--- config.mk ---
export PLATFORM = sky130hd
export DESIGN_NAME = enemy_formation
export DESIGN_NICKNAME = d
export VERILOG_FILES = /design/src/rtl/enemy_formation.sv
export SDC_FILE = /design/constraint.sdc
export NUM_CORES = 1
export LEC_CHECK = 0
export BUFFER_PORTS_ARGS = -buffer_cell sky130_fd_sc_hd__buf_2
export CAP_MARGIN = 10
export CORE_ASPECT_RATIO = 0.9
export CORE_MARGIN = 4
export CORE_UTILIZATION = 60
export CTS_BUF_LIST = sky130_fd_sc_hd__clkbuf_4 sky130_fd_sc_hd__clkbuf_8
export DETAILED_ROUTE_END_ITERATION = 6
export HOLD_SLACK_MARGIN = 0.1
export PLACE_DENSITY = 0.84
export SLEW_MARGIN = 20
export SYNTH_ARGS = -nofsm -noshare
export SYNTH_HDL_FRONTEND = slang
export SYNTH_SLANG_ARGS = --single-unit
--- constraint.sdc ---
create_clock -name Clk -period 13 [get_ports Clk]
set_input_delay 1.95 -clock Clk [delete_from_list [all_inputs] [get_ports Clk]]
set_output_delay 1.95 -clock Clk [all_outputs]
set_load 0.01 [all_outputs]
--- src/rtl/enemy_formation.sv ---
// enemy_formation: row of NUM_SHIPS enemies marching as one block with edge bounce/drop,
// laser kills, saturating score and clear/gameover states. `ENEMY_SPEEDUP_EN doubles the step late in the wave.

module enemy_ship_lane #(
   parameter int IDX       = 0,
   parameter int SHIP_W    = 32,
   parameter int SHIP_H    = 32,
   parameter int X_START   = 50,
   parameter int X_SPACING = 50,
   parameter int X_MAX     = 639
) (
   input  logic signed [10:0] x_off,
   input  logic        [9:0]  y,
   input  logic signed [12:0] step,
   input  logic        [9:0]  laser_x,
   input  logic        [9:0]  laser_y,
   input  logic        [9:0]  draw_x,
   input  logic        [9:0]  draw_y,
   output logic               laser_in,
   output logic               pix_in,
   output logic               edge_r,
   output logic               edge_l,
   output logic        [4:0]  spr_x,
   output logic        [4:0]  spr_y
);
   localparam logic signed [12:0] BASE = 13'(X_START + IDX*X_SPACING);
   localparam logic signed [12:0] W    = 13'(SHIP_W);
   localparam logic signed [12:0] XM   = 13'(X_MAX);

   // 13-bit signed x keeps a ship sliding past column 0 from wrapping
   logic signed [12:0] xi, lx, dx;
   logic        [10:0] yy, ly, dy;

   assign xi = BASE + {{2{x_off[10]}}, x_off};
   assign lx = {3'b000, laser_x};
   assign dx = {3'b000, draw_x};
   assign yy = {1'b0, y};
   assign ly = {1'b0, laser_y};
   assign dy = {1'b0, draw_y};

   assign laser_in = (lx >= xi) && (lx < xi + W) && (ly >= yy) && (ly < yy + 11'(SHIP_H));
   assign pix_in   = (dx >= xi) && (dx < xi + W) && (dy >= yy) && (dy < yy + 11'(SHIP_H));
   assign edge_r   = (xi + W - 13'sd1 + step) > XM;
   assign edge_l   = (xi - step) < 13'sd0;
   assign spr_x    = 5'(dx - xi);
   assign spr_y    = 5'(draw_y - y);
endmodule

module enemy_formation #(
   parameter int NUM_SHIPS = 6,
   parameter int SHIP_W    = 32,
   parameter int SHIP_H    = 32,
   parameter int X_START   = 50,
   parameter int X_SPACING = 50,
   parameter int Y_START   = 40,
   parameter int STEP_X    = 1,
   parameter int DROP_Y    = 16,
   parameter int X_MAX     = 639,
   parameter int Y_LIMIT   = 416,
   parameter int SCORE_W   = 8
) (
   input  logic                 Clk,
   input  logic                 Reset,
   input  logic                 frame_clk,
   input  logic                 play,
   input  logic                 done,
   input  logic [9:0]           DrawX,
   input  logic [9:0]           DrawY,
   input  logic [9:0]           laser_x,
   input  logic [9:0]           laser_y,
   input  logic                 laser_active,
   output logic                 laser_hit,
   output logic [NUM_SHIPS-1:0] alive,
   output logic                 is_enemy_ship,
   output logic [3:0]           ship_idx,
   output logic [4:0]           spr_x,
   output logic [4:0]           spr_y,
   output logic [SCORE_W-1:0]   score,
   output logic                 wave_clear,
   output logic                 gameover
);
   typedef enum logic [1:0] {IDLE, MARCH, CLEAR, OVER} state_t;

   state_t               state, state_nxt;
   logic signed [10:0]   x_off, x_off_nxt;
   logic [9:0]           y, y_nxt;
   logic                 dir_left, dir_left_nxt;
   logic [NUM_SHIPS-1:0] alive_nxt;
   logic [SCORE_W-1:0]   score_nxt;
   logic                 hit_nxt;
   logic                 fc_q1, fc_q2, tick;

   logic [NUM_SHIPS-1:0]      laser_in_v, pix_in_v, edge_r_v, edge_l_v;
   logic [NUM_SHIPS-1:0][4:0] sx_v, sy_v;
   logic [NUM_SHIPS-1:0]      hit_v, kill_v, alive_post;
   logic signed [12:0]        step;
   logic                      bounce, reached;

   assign tick = fc_q1 & ~fc_q2;

   for (genvar i = 0; i < NUM_SHIPS; i++) begin : g_lane
      enemy_ship_lane #(
         .IDX(i), .SHIP_W(SHIP_W), .SHIP_H(SHIP_H),
         .X_START(X_START), .X_SPACING(X_SPACING), .X_MAX(X_MAX)
      ) u_lane (
         .x_off(x_off), .y(y), .step(step),
         .laser_x(laser_x), .laser_y(laser_y), .draw_x(DrawX), .draw_y(DrawY),
         .laser_in(laser_in_v[i]), .pix_in(pix_in_v[i]),
         .edge_r(edge_r_v[i]), .edge_l(edge_l_v[i]),
         .spr_x(sx_v[i]), .spr_y(sy_v[i])
      );
   end

   // lowest hit ship isolated with x & -x; only alive ships can absorb the laser
   assign hit_v      = laser_in_v & alive & {NUM_SHIPS{laser_active}};
   assign kill_v     = hit_v & (~hit_v + NUM_SHIPS'(1));
   assign alive_post = alive & ~kill_v;

`ifdef ENEMY_SPEEDUP_EN
   assign step = ($countones(alive_post) <= NUM_SHIPS/2) ? 13'(2*STEP_X) : 13'(STEP_X);
`else
   assign step = 13'(STEP_X);
`endif

   // any surviving ship over the edge is equivalent to the outermost survivor being over it
   assign bounce  = dir_left ? |(edge_l_v & alive_post) : |(edge_r_v & alive_post);
   assign reached = ({1'b0, y} + 11'(SHIP_H)) >= 11'(Y_LIMIT);

   always_comb begin
      state_nxt    = state;
      x_off_nxt    = x_off;
      y_nxt        = y;
      dir_left_nxt = dir_left;
      alive_nxt    = alive;
      score_nxt    = score;
      hit_nxt      = 1'b0;
      if (done) begin
         state_nxt    = IDLE;
         x_off_nxt    = '0;
         y_nxt        = 10'(Y_START);
         dir_left_nxt = 1'b0;
         alive_nxt    = '1;
         score_nxt    = '0;
      end else begin
         case (state)
            IDLE: if (play) state_nxt = MARCH;
            MARCH: begin
               if (alive == '0)
                  state_nxt = CLEAR;
               else if (reached)
                  state_nxt = OVER;
               else if (play && tick) begin
                  alive_nxt = alive_post;
                  if (|hit_v) begin
                     hit_nxt = 1'b1;
                     if (score != '1) score_nxt = score + SCORE_W'(1);
                  end
                  if (bounce) begin
                     dir_left_nxt = ~dir_left;
                     y_nxt        = y + 10'(DROP_Y);
                  end else if (dir_left)
                     x_off_nxt = x_off - step[10:0];
                  else
                     x_off_nxt = x_off + step[10:0];
               end
            end
            default: ;
         endcase
      end
   end

   always_ff @(posedge Clk or posedge Reset) begin
      if (Reset) begin
         state     <= IDLE;
         x_off     <= '0;
         y         <= 10'(Y_START);
         dir_left  <= 1'b0;
         alive     <= '1;
         score     <= '0;
         laser_hit <= 1'b0;
         fc_q1     <= 1'b0;
         fc_q2     <= 1'b0;
      end else begin
         state     <= state_nxt;
         x_off     <= x_off_nxt;
         y         <= y_nxt;
         dir_left  <= dir_left_nxt;
         alive     <= alive_nxt;
         score     <= score_nxt;
         laser_hit <= hit_nxt;
         fc_q1     <= done ? 1'b0 : frame_clk;
         fc_q2     <= done ? 1'b0 : fc_q1;
      end
   end

   assign wave_clear = (state == CLEAR);
   assign gameover   = (state == OVER);

   // descending scan so the lowest covering ship is the one left selected
   always_comb begin
      is_enemy_ship = 1'b0;
      ship_idx      = '0;
      spr_x         = '0;
      spr_y         = '0;
      for (int i = NUM_SHIPS-1; i >= 0; i--) begin
         if (alive[i] && pix_in_v[i]) begin
            is_enemy_ship = 1'b1;
            ship_idx      = 4'(i);
            spr_x         = sx_v[i];
            spr_y         = sy_v[i];
         end
      end
   end
endmodule

==> flow_summary.ini, run 1 <==
[outcome]
status = finished, violations left
failed_checks = design-rule violations

[route]
post_drt_wl_per_cell_um = 20.2
drt_iter0_drc = 1106
drc_errors = 7
via_count = 10855
drt-total-wl_mm = 32.8
first_pass_iters = 7
avgViaCountPerCell = 6.69
ant_nets = 0

[sta]
fmax_mhz = 132
finalCritPeriodShare = 0.581
rsz0062_at_grt = no
setup_tns_ns = 0
timing_hold_violations_final = 0
skew_ns = 0.00427
setup_viol = 0
drv_slew = 0
worst_slack_ns = 5.45
holdWs_ns = 0.513
max_slew_margin = 0.431
min_period_ns = 7.55
worst_slew_pin_slew_ns = 0.848

[setup_path]
criticalPathCategory = register to output pin
worstPathRequired_ns = 11.05
start_kind = register
worst_ep_arrival_time_ns = 5.60
critPathMaxFanout = 20
cp-end-kind = output pin

[floorplan]
io_pins = 78
fp.dieW_um = 147
std_cell_rows = 45
dieArea_um2 = 19500
start_util = 0.615
die_height_um = 133
coreArea_um2 = 16900

[cells_and_area]
final_cell_area_um2 = 11000
drive_gt1_frac = 0.102
syn_to_final_growth_pct = 5.83
fin_util = 0.650
fin_nets = 1661
fillers = 1501
finalNonFillerCells = 1622
antenna_cells = 0

[global_route]
grtUsageTotal = 0.322
overflow = 0
grt_pass1_wl_mm = 51.7
grt_pass1_vias = 10075
grt_max_degree = 41
antenna_found_initial = 1

[place]
place_congestion = 0.999
post-place-cells = 1613
hpwl_mm = 25.3
portBuffers = 73
place_area_um2 = 10900
dp_slack_ns = 5.42

[clock_network]
numCtsBuffers = 5
h-tree-depth = 2
cts_hold_buffers = 0
cts_tree = done
cts-root-buf = clkbuf_8
ctsResizeCount = 0
clock_path_buffers = 2
path_clk_slew_ns = 0.08
clk_latency_ns = 0.29
cts_sinks = 38
postCtsSetupBuffers = 0

[synth]
synth_edf_count = 0
ys_warn_count = 0
synth_seq_cells = 38
synth_area_leaders = ha_1, dfrtp_1, xnor2_1
synth_cell_types = 96
synth_top_area_frac = 0.271
ys_async_sr_fraction = 1.00
synth.most_common_cell = ha_1
syn_area_um2 = 10400
yosysTopAreaCell = ha_1
ys_seq_area_frac = 0.0923
synthesis.instances = 1341
synth_common_cells = ha_1, a21oi_1, nand2_1
yosys_most_used_dff = dfrtp_1
postSynthAreaPerCell_um2 = 7.77

[power]
power_density_nw_per_um2 = 32.8
finalPower_mw = 0.362
vdd_drop_max_v = 0.0000364
leakage_nw = 5.02

[job]
maxCapViolations = 0

[hold_path]
hold_path.class = register to register
==> kinds of logic after synthesis <==
logic type / count (synthesis) / share of synthesized area
AO/OA/AOI/OAI: 422 / 0.280
AND/OR/NAND/NOR: 403 / 0.199
adder cells (fa/ha/maj): 230 / 0.278
buffers and inverters: 140 / 0.0571
XOR/XNOR: 89 / 0.0756
flip-flops: 38 / 0.0923
multiplexers: 17 / 0.0173
other: 2 / 0.000721
==> worst max-delay path, stage by stage, from the launching register on <==
cell and delay [ns]:
dfrtp_1 0.32, buf_4 0.28, ha_1 0.42, a21oi_2 0.11, xnor2_1 0.60, inv_1 0.18
ha_1 0.34, nand2_1 0.10, nor3_1 0.07, a31oi_1 0.20, o21ai_0 0.16, xnor2_1 0.32
ha_1 0.32, a21o_1 0.20, o21ai_0 0.19, and4_1 0.60, nor2_1 0.21, and4_1 0.36
a21oi_1 0.16, buf_2 0.15
==> area by class of cell <==
cell class	count	area, µm²	share of cell area
Inverter	90	338	0.0306
Clock buffer	6	82.6	0.00749
Tap cell	235	294	0.0267
Clock inverter	2	12.5	0.00114
Timing Repair Buffer	87	470	0.0427
Sequential cell	38	961	0.0872
Multi-Input combinational cell	1164	8860	0.804
==> layer usage <==
metal / wire length (µm) / GRT usage / vias to the layer above
met2: 13900 / 0.488 / 615
met1: 13800 / 0.446 / 5044
met4: 1460 / 0.122 / 2
met3: 3630 / 0.0733 / 114
met5: 18 / 0 / -
li1: - / - / 5080
==> power by group <==
group | internal (mW) | switching [mW]
combinational | 0.0609 | 0.0952
sequential | 0.119 | 0.000623
clock | 0.0426 | 0.0435
==> worst paths after layout <==
check,startpoint,to,slack (ns),depth (start not counted)
max in group asynchronous,Reset,y[3]$_DFFE_PP1P_,10.90,3
worst min register to register,alive[0]$_DFFE_PP1P_,alive[0]$_DFFE_PP1P_,0.51,2
worst min-delay path,alive[0]$_DFFE_PP1P_,alive[0]$_DFFE_PP1P_,0.51,2
min in group asynchronous,Reset,fc_q2$_DFF_PP0_,1.75,3
worst max-delay path,x_off[1]$_DFFE_PP0P_,spr_y[2],5.45,19
worst max register to register,x_off[1]$_DFFE_PP0P_,x_off[0]$_DFFE_PP0P_,6.52,23
==> flip-flops by register name (all words and copies together) (netlist names) <==
name,count
x_off,11
score,8
y,7
alive,6
state,2
dir_left,1
fc_q1,1
fc_q2,1
laser_hit,1
==> cells in the final DEF, fill, tap and decap left out, types with 35 or more instances in the layout <==
cell type and instances:
xnor2_1 68, a21oi_1 106, ha_1 226, buf_2 73, a21o_1 37, nor2_1 81, nand4_1 35, nand2_1 96
nand3_1 38, o21ai_0 70, inv_1 84
Note: power is estimated with default switching activity, not from simulation.
==> inputs of run 2 (changes only) <==
==> constraint.sdc (replaced) <==
create_clock -name Clk -period 7.4 [get_ports Clk]
set_input_delay 1.11 -clock Clk [delete_from_list [all_inputs] [get_ports Clk]]
set_output_delay 1.11 -clock Clk [all_outputs]
set_load 0.01 [all_outputs]
==> run 2 against run 1 <==
  * The flow now finishes without violations
  * Setup slack got worse by 4.7 ns
  * Routed wire length increased by 3.9%
  * Final area increased by 0.19%
  * Die area unchanged
  * Clock power increased by 110%
  * Worst hold slack got worse by 0.00097 ns
  * Core utilization increased by 0.13 points
  * Sequential power increased by 77%
  * Highest routed layer is now met4
  * Global-route usage increased by 1.3 points
==> flow_summary.ini, run 2 (synthesized netlist as in run 1, its figures left out) <==
[outcome]
status = finished clean

[route]
ant_nets = 0
avgViaCountPerCell = 6.73
drc_errors = 0
post_drt_wl_per_cell_um = 21.0
via_count = 10920
first_pass_iters = 6
drt_iter0_drc = 1497
drt-total-wl_mm = 34.1

[hold_path]
whs_path_depth = 1
hold_path.class = register to register

[clock_network]
cts_tree = done
h-tree-depth = 2
cts-root-buf = clkbuf_8
cts_hold_buffers = 0
numCtsBuffers = 5
clock_path_buffers = 2
clk_latency_ns = 0.30
postCtsSetupBuffers = 0
ctsResizeCount = 0
cts_sinks = 38
path_clk_slew_ns = 0.08

[setup_path]
crit_family = simple AND/OR/NAND/NOR gates
criticalPathCategory = register to output pin
critPathMaxFanout = 20
crit_chain = buf_4 > inv_1 > ha_1 > nor2b_1 > nor2_2 > xnor2_1 > inv_1 > ha_1 > nor2b_1 > o21ai_0 > nand2b_1 > a21oi_1 > o31ai_1 > maj3_1 > a21o_1 > a21o_1 > o2111ai_1 > and2_1 > and4_1 > nor2_1 > buf_2
worstPathRequired_ns = 6.29
rr_worst_depth = 23
crit_buf_inv = 4
critPathMaxStageDelay_ns = 0.54
cp_slowest_cell = xnor2_1
start_kind = register
crit_cells = 21
worst_ep_arrival_time_ns = 5.55
cp-end-kind = output pin

[cells_and_area]
fillers = 1477
reg_top3 = x_off (11), score (8), y (7)
drive_gt1_frac = 0.102
final_cell_mix = ha_1, a21oi_1, nand2_1, inv_1, nor2_1
antenna_cells = 0
largest-register = x_off
syn_to_final_growth_pct = 6.03
fin_nets = 1662
largest_reg_flops = 11
final_common_cell = ha_1

[sta]
skew_ns = 0.00728
worst_slew_pin_slew_ns = 0.976
finalCritPeriodShare = 0.899
timing_hold_violations_final = 0
max_slew_margin = 0.347
holdWs_ns = 0.513
fmax_mhz = 150
setup_viol = 0
setup_tns_ns = 0
min_period_ns = 6.66
drv_slew = 0
rsz0062_at_grt = no

[floorplan]
die_height_um = 133
io_pins = 78
fp.dieW_um = 147
dieArea_um2 = 19500
coreArea_um2 = 16900
start_util = 0.615
std_cell_rows = 45

[global_route]
grtUsageTotal = 0.335
grt_max_degree = 39
overflow = 0
grt_pass1_vias = 10199
grt_pass1_wl_mm = 53.9
antenna_found_initial = 0

[power]
p_sw_mw = 0.252
power_density_nw_per_um2 = 60.5
p_seq_frac = 0.317
clockPowerShare = 0.267
vdd_drop_max_v = 0.0000687
netSwitchingFraction = 0.377
p_comb_frac = 0.416
leakage_nw = 5.04
internal_power_mw = 0.416

[place]
place_congestion = 1.02
hpwl_mm = 26.4
portBuffers = 73

[job]
maxCapViolations = 0
-- run 2: changes by cell type in the layout (fill, tap and decap cells not counted), sizes merged --
cell / change
buf: +2
clkbuf: -2
bufinv: +1
clkinv: +1
clkinvlp: -1
-- run 2: worst register-to-register path, cell delays in order (launching register included) --
cell and delay, ns:
dfrtp_1 0.39, buf_4 0.24, ha_1 0.37, a211oi_4 0.45
xnor2_2 0.24, inv_1 0.14, ha_1 0.33, nand2_1 0.13
nor3_1 0.08, a31oi_1 0.17, o21ai_0 0.15, xnor2_1 0.32
ha_1 0.32, nand3_1 0.09, a21oi_1 0.04, a211oi_1 0.32
a21oi_1 0.13, nor3_1 0.46, a211oi_1 0.15, or3_1 0.39
o211a_1 0.15, and3_1 0.30, o21ai_4 0.41, mux2_4 0.34
-- run 2: final cells by class --
| type | count | area (µm²) | area share |
|---|---|---|---|
| multi-input cells | 1164 | 8860 | 0.803 |
| well taps | 235 | 294 | 0.0266 |
| clock inverters | 3 | 40.0 | 0.00363 |
| inverters | 90 | 338 | 0.0306 |
| repair buffers | 88 | 478 | 0.0433 |
| clock buffers | 5 | 68.8 | 0.00623 |
| flip-flops and latches | 38 | 961 | 0.0870 |
-- run 2: power by group through the flow --
stage | sequential (mW) | combinational (mW) | clock [mW]
5_1_grt | 0.212 | 0.306 | 0.189
3_3_place_gp | 0.215 | 0.260 | 0
6_report | 0.212 | 0.278 | 0.179
3_5_place_dp | 0.215 | 0.270 | 0
2_1_floorplan | 0.215 | 0.170 | 0
4_1_cts | 0.211 | 0.271 | 0.179
-- run 2: path summary, 6_finish.rpt --
kind | from | end | slack, ns
setup reg to reg | x_off[3]$_DFFE_PP0P_ | x_off[0]$_DFFE_PP0P_ | 1.22
hold / removal | fc_q1$_DFF_PP0_ | fc_q2$_DFF_PP0_ | 0.51
setup / recovery | x_off[1]$_DFFE_PP0P_ | spr_y[4] | 0.74
max in group asynchronous | Reset | alive[1]$_DFFE_PP1P_ | 6.10
hold reg to reg | fc_q1$_DFF_PP0_ | fc_q2$_DFF_PP0_ | 0.51
min in group asynchronous | Reset | x_off[9]$_DFFE_PP0P_ | 0.93
-- run 2: metrics by stage --
step	cells	total power [mW]	worst slack (ns)	util	cell area (µm²)
2_1_floorplan	1342	0.386	1.90	-	10400
6_report	1623	0.668	0.744	0.652	11000
5_1_grt	1623	0.706	0.403	0.652	11000
4_1_cts	1623	0.661	0.842	0.652	11000
3_5_place_dp	1615	0.485	1.19	0.645	10900
3_3_place_gp	1615	0.475	1.29	0.645	10900
-- run 2: metal layers --
| layer | GRT usage | up-vias | routed length (µm) |
|---|---|---|---|
| met2 | 0.513 | 666 | 14500 |
| met5 | 0 | - | 0 |
| met1 | 0.469 | 5057 | 14200 |
| met3 | 0.0630 | 117 | 3920 |
| met4 | 0.124 | 0 | 1430 |
| li1 | - | 5080 | - |
==> inputs of run 3 (changes only) <==
--- a/config.mk
+++ b/config.mk
@@ -13,7 +13,7 @@
 export CTS_BUF_LIST = sky130_fd_sc_hd__clkbuf_4 sky130_fd_sc_hd__clkbuf_8
 export DETAILED_ROUTE_END_ITERATION = 6
 export HOLD_SLACK_MARGIN = 0.1
-export PLACE_DENSITY = 0.84
+export PLACE_DENSITY = 0.8
 export SLEW_MARGIN = 20
 export SYNTH_ARGS = -nofsm -noshare
 export SYNTH_HDL_FRONTEND = slang
==> run 3 against run 2 <==
  * The flow now finishes with violations (design-rule violations)
  * Clock skew fell by 0.0025 ns
  * Final cell count rose by 0.12%
  * Combinational power decreased by 1%
  * Count of clock-buffer cells in the layout increased by 2
  * First-iteration DRC count fell by 25%
  * Sequential share of layout area is essentially flat
  * Sequential cell count is the same
  * Global-route usage down 0.87 points
  * Final area is 0.18% higher
  * Non-clock buffer count grew 2
  * Largest power group unchanged
  * Highest routed layer unchanged
==> flow_summary.ini, run 3 (synthesized netlist as in run 1, its figures left out) <==
[power]
p_comb_frac = 0.410
p_sw_mw = 0.243
leakage_nw = 5.05
netSwitchingFraction = 0.364
p_seq_frac = 0.316
vdd_drop_max_v = 0.0000685
power_density_nw_per_um2 = 60.3
finalPower_mw = 0.668
internal_power_mw = 0.425
clockPowerShare = 0.274

[global_route]
grt_max_degree = 39
grt_pass1_vias = 9875
grt_pass1_wl_mm = 52.4
overflow = 0
grtUsageTotal = 0.327
antenna_found_initial = 0

[setup_path]
worst_ep_arrival_time_ns = 5.55
start_kind = register
worstPathRequired_ns = 6.29
cp-end-kind = output pin
critPathMaxFanout = 14
criticalPathCategory = register to output pin

[clock_network]
ctsResizeCount = 0
clock_path_buffers = 2
cts-root-buf = clkbuf_8
cts_sinks = 38
h-tree-depth = 2
cts_tree = done
numCtsBuffers = 5
clk_latency_ns = 0.29
postCtsSetupBuffers = 0
path_clk_slew_ns = 0.08
cts_hold_buffers = 0

[floorplan]
fp.dieW_um = 147
coreArea_um2 = 16900
die_height_um = 133
io_pins = 78
dieArea_um2 = 19500
std_cell_rows = 45
start_util = 0.615

[hold_path]
hold_path.class = register to register

[sta]
fmax_mhz = 150
worst_slew_pin_slew_ns = 0.942
min_period_ns = 6.66
finalCritPeriodShare = 0.899
timing_hold_violations_final = 0
setup_tns_ns = 0
setup_viol = 0
max_slew_margin = 0.364
rsz0062_at_grt = no
drv_slew = 0
skew_ns = 0.00480

[place]
post-place-cells = 1617
portBuffers = 73
hpwl_mm = 25.9
place_congestion = 0.990

[route]
drt-total-wl_mm = 33.2
first_pass_iters = 7
ant_nets = 0
avgViaCountPerCell = 6.69
via_count = 10872
post_drt_wl_per_cell_um = 20.4
drc_errors = 1
drt_iter0_drc = 1126

[cells_and_area]
reg_top3 = x_off (11), score (8), y (7)
largest_reg_flops = 11
largest-register = x_off
syn_to_final_growth_pct = 6.22
fillers = 1488
antenna_cells = 0
finalNonFillerCells = 1625
fin_nets = 1664
final_common_cell = ha_1
drive_gt1_frac = 0.104
final_cell_mix = ha_1, a21oi_1, nand2_1, inv_1, nor2_1

[outcome]
failed_checks = design-rule violations
status = finished, violations left

[job]
maxCapViolations = 0
run 3: through the flow:
step	hold slack, ns	setup WS, ns	instance area, µm²	util
after floorplan	0.464	1.90	10400	-
after global placement	0.484	1.33	11000	0.646
after detailed placement	0.501	1.24	11000	0.646
after CTS	0.523	0.900	11100	0.653
after global routing	0.545	0.384	11100	0.653
final	0.522	0.745	11100	0.653
run 3: critical path: stages (launching register included):
cell and delay (ns):
dfrtp_1 0.72, buf_4 0.29, ha_1 0.41, a21oi_2 0.13
xnor2_1 0.15, buf_4 0.19, inv_1 0.10, ha_1 0.32
nand2_1 0.08, nor3_1 0.25, a31oi_1 0.07, o21ai_0 0.12
xnor2_1 0.22, ha_1 0.31, a21o_1 0.18, o21ai_0 0.23
and4_1 0.58, nor2_1 0.21, o21a_1 0.16, a221oi_1 0.31
buf_2 0.19
run 3: final timing paths:
path / start / endpoint / slack [ns] / cells after the start
hold reg to reg: fc_q1$_DFF_PP0_ / fc_q2$_DFF_PP0_ / 0.52 / 1
max in group asynchronous: Reset / alive[3]$_DFFE_PP1P_ / 6.12 / 3
setup / recovery: x_off[1]$_DFFE_PP0P_ / spr_x[3] / 0.74 / 20
hold / removal: fc_q1$_DFF_PP0_ / fc_q2$_DFF_PP0_ / 0.52 / 1
min in group asynchronous: Reset / fc_q1$_DFF_PP0_ / 0.92 / 3
setup reg to reg: x_off[1]$_DFFE_PP0P_ / x_off[0]$_DFFE_PP0P_ / 1.20 / 24
run 3: per-layer routing:
layer | GRT usage | up-vias | part of all wire
met5 | 0 | - | 0
li1 | - | 5083 | -
met4 | 0.116 | 0 | 0.041
met1 | 0.462 | 5100 | 0.43
met3 | 0.0671 | 103 | 0.11
met2 | 0.492 | 586 | 0.42
run 3: power by group through the flow:
stage,Combinational [mW],Sequential (mW),Clock (mW)
after floorplan,0.170,0.215,0
after global placement,0.260,0.215,0
after detailed placement,0.266,0.215,0
after CTS,0.268,0.211,0.186
after global routing,0.302,0.211,0.197
final,0.274,0.211,0.183
run 3: cell type report:
cell class                 instances  area [µm²]  share of cell area
multi-input combinational       1164        8860               0.801
sequential                        38         961              0.0868
timing repair buffer              90         493              0.0446
inverter                          90         338              0.0305
tap                              235         294              0.0266
clock buffer                       7        83.8             0.00758
clock inverter                     1        30.0             0.00271
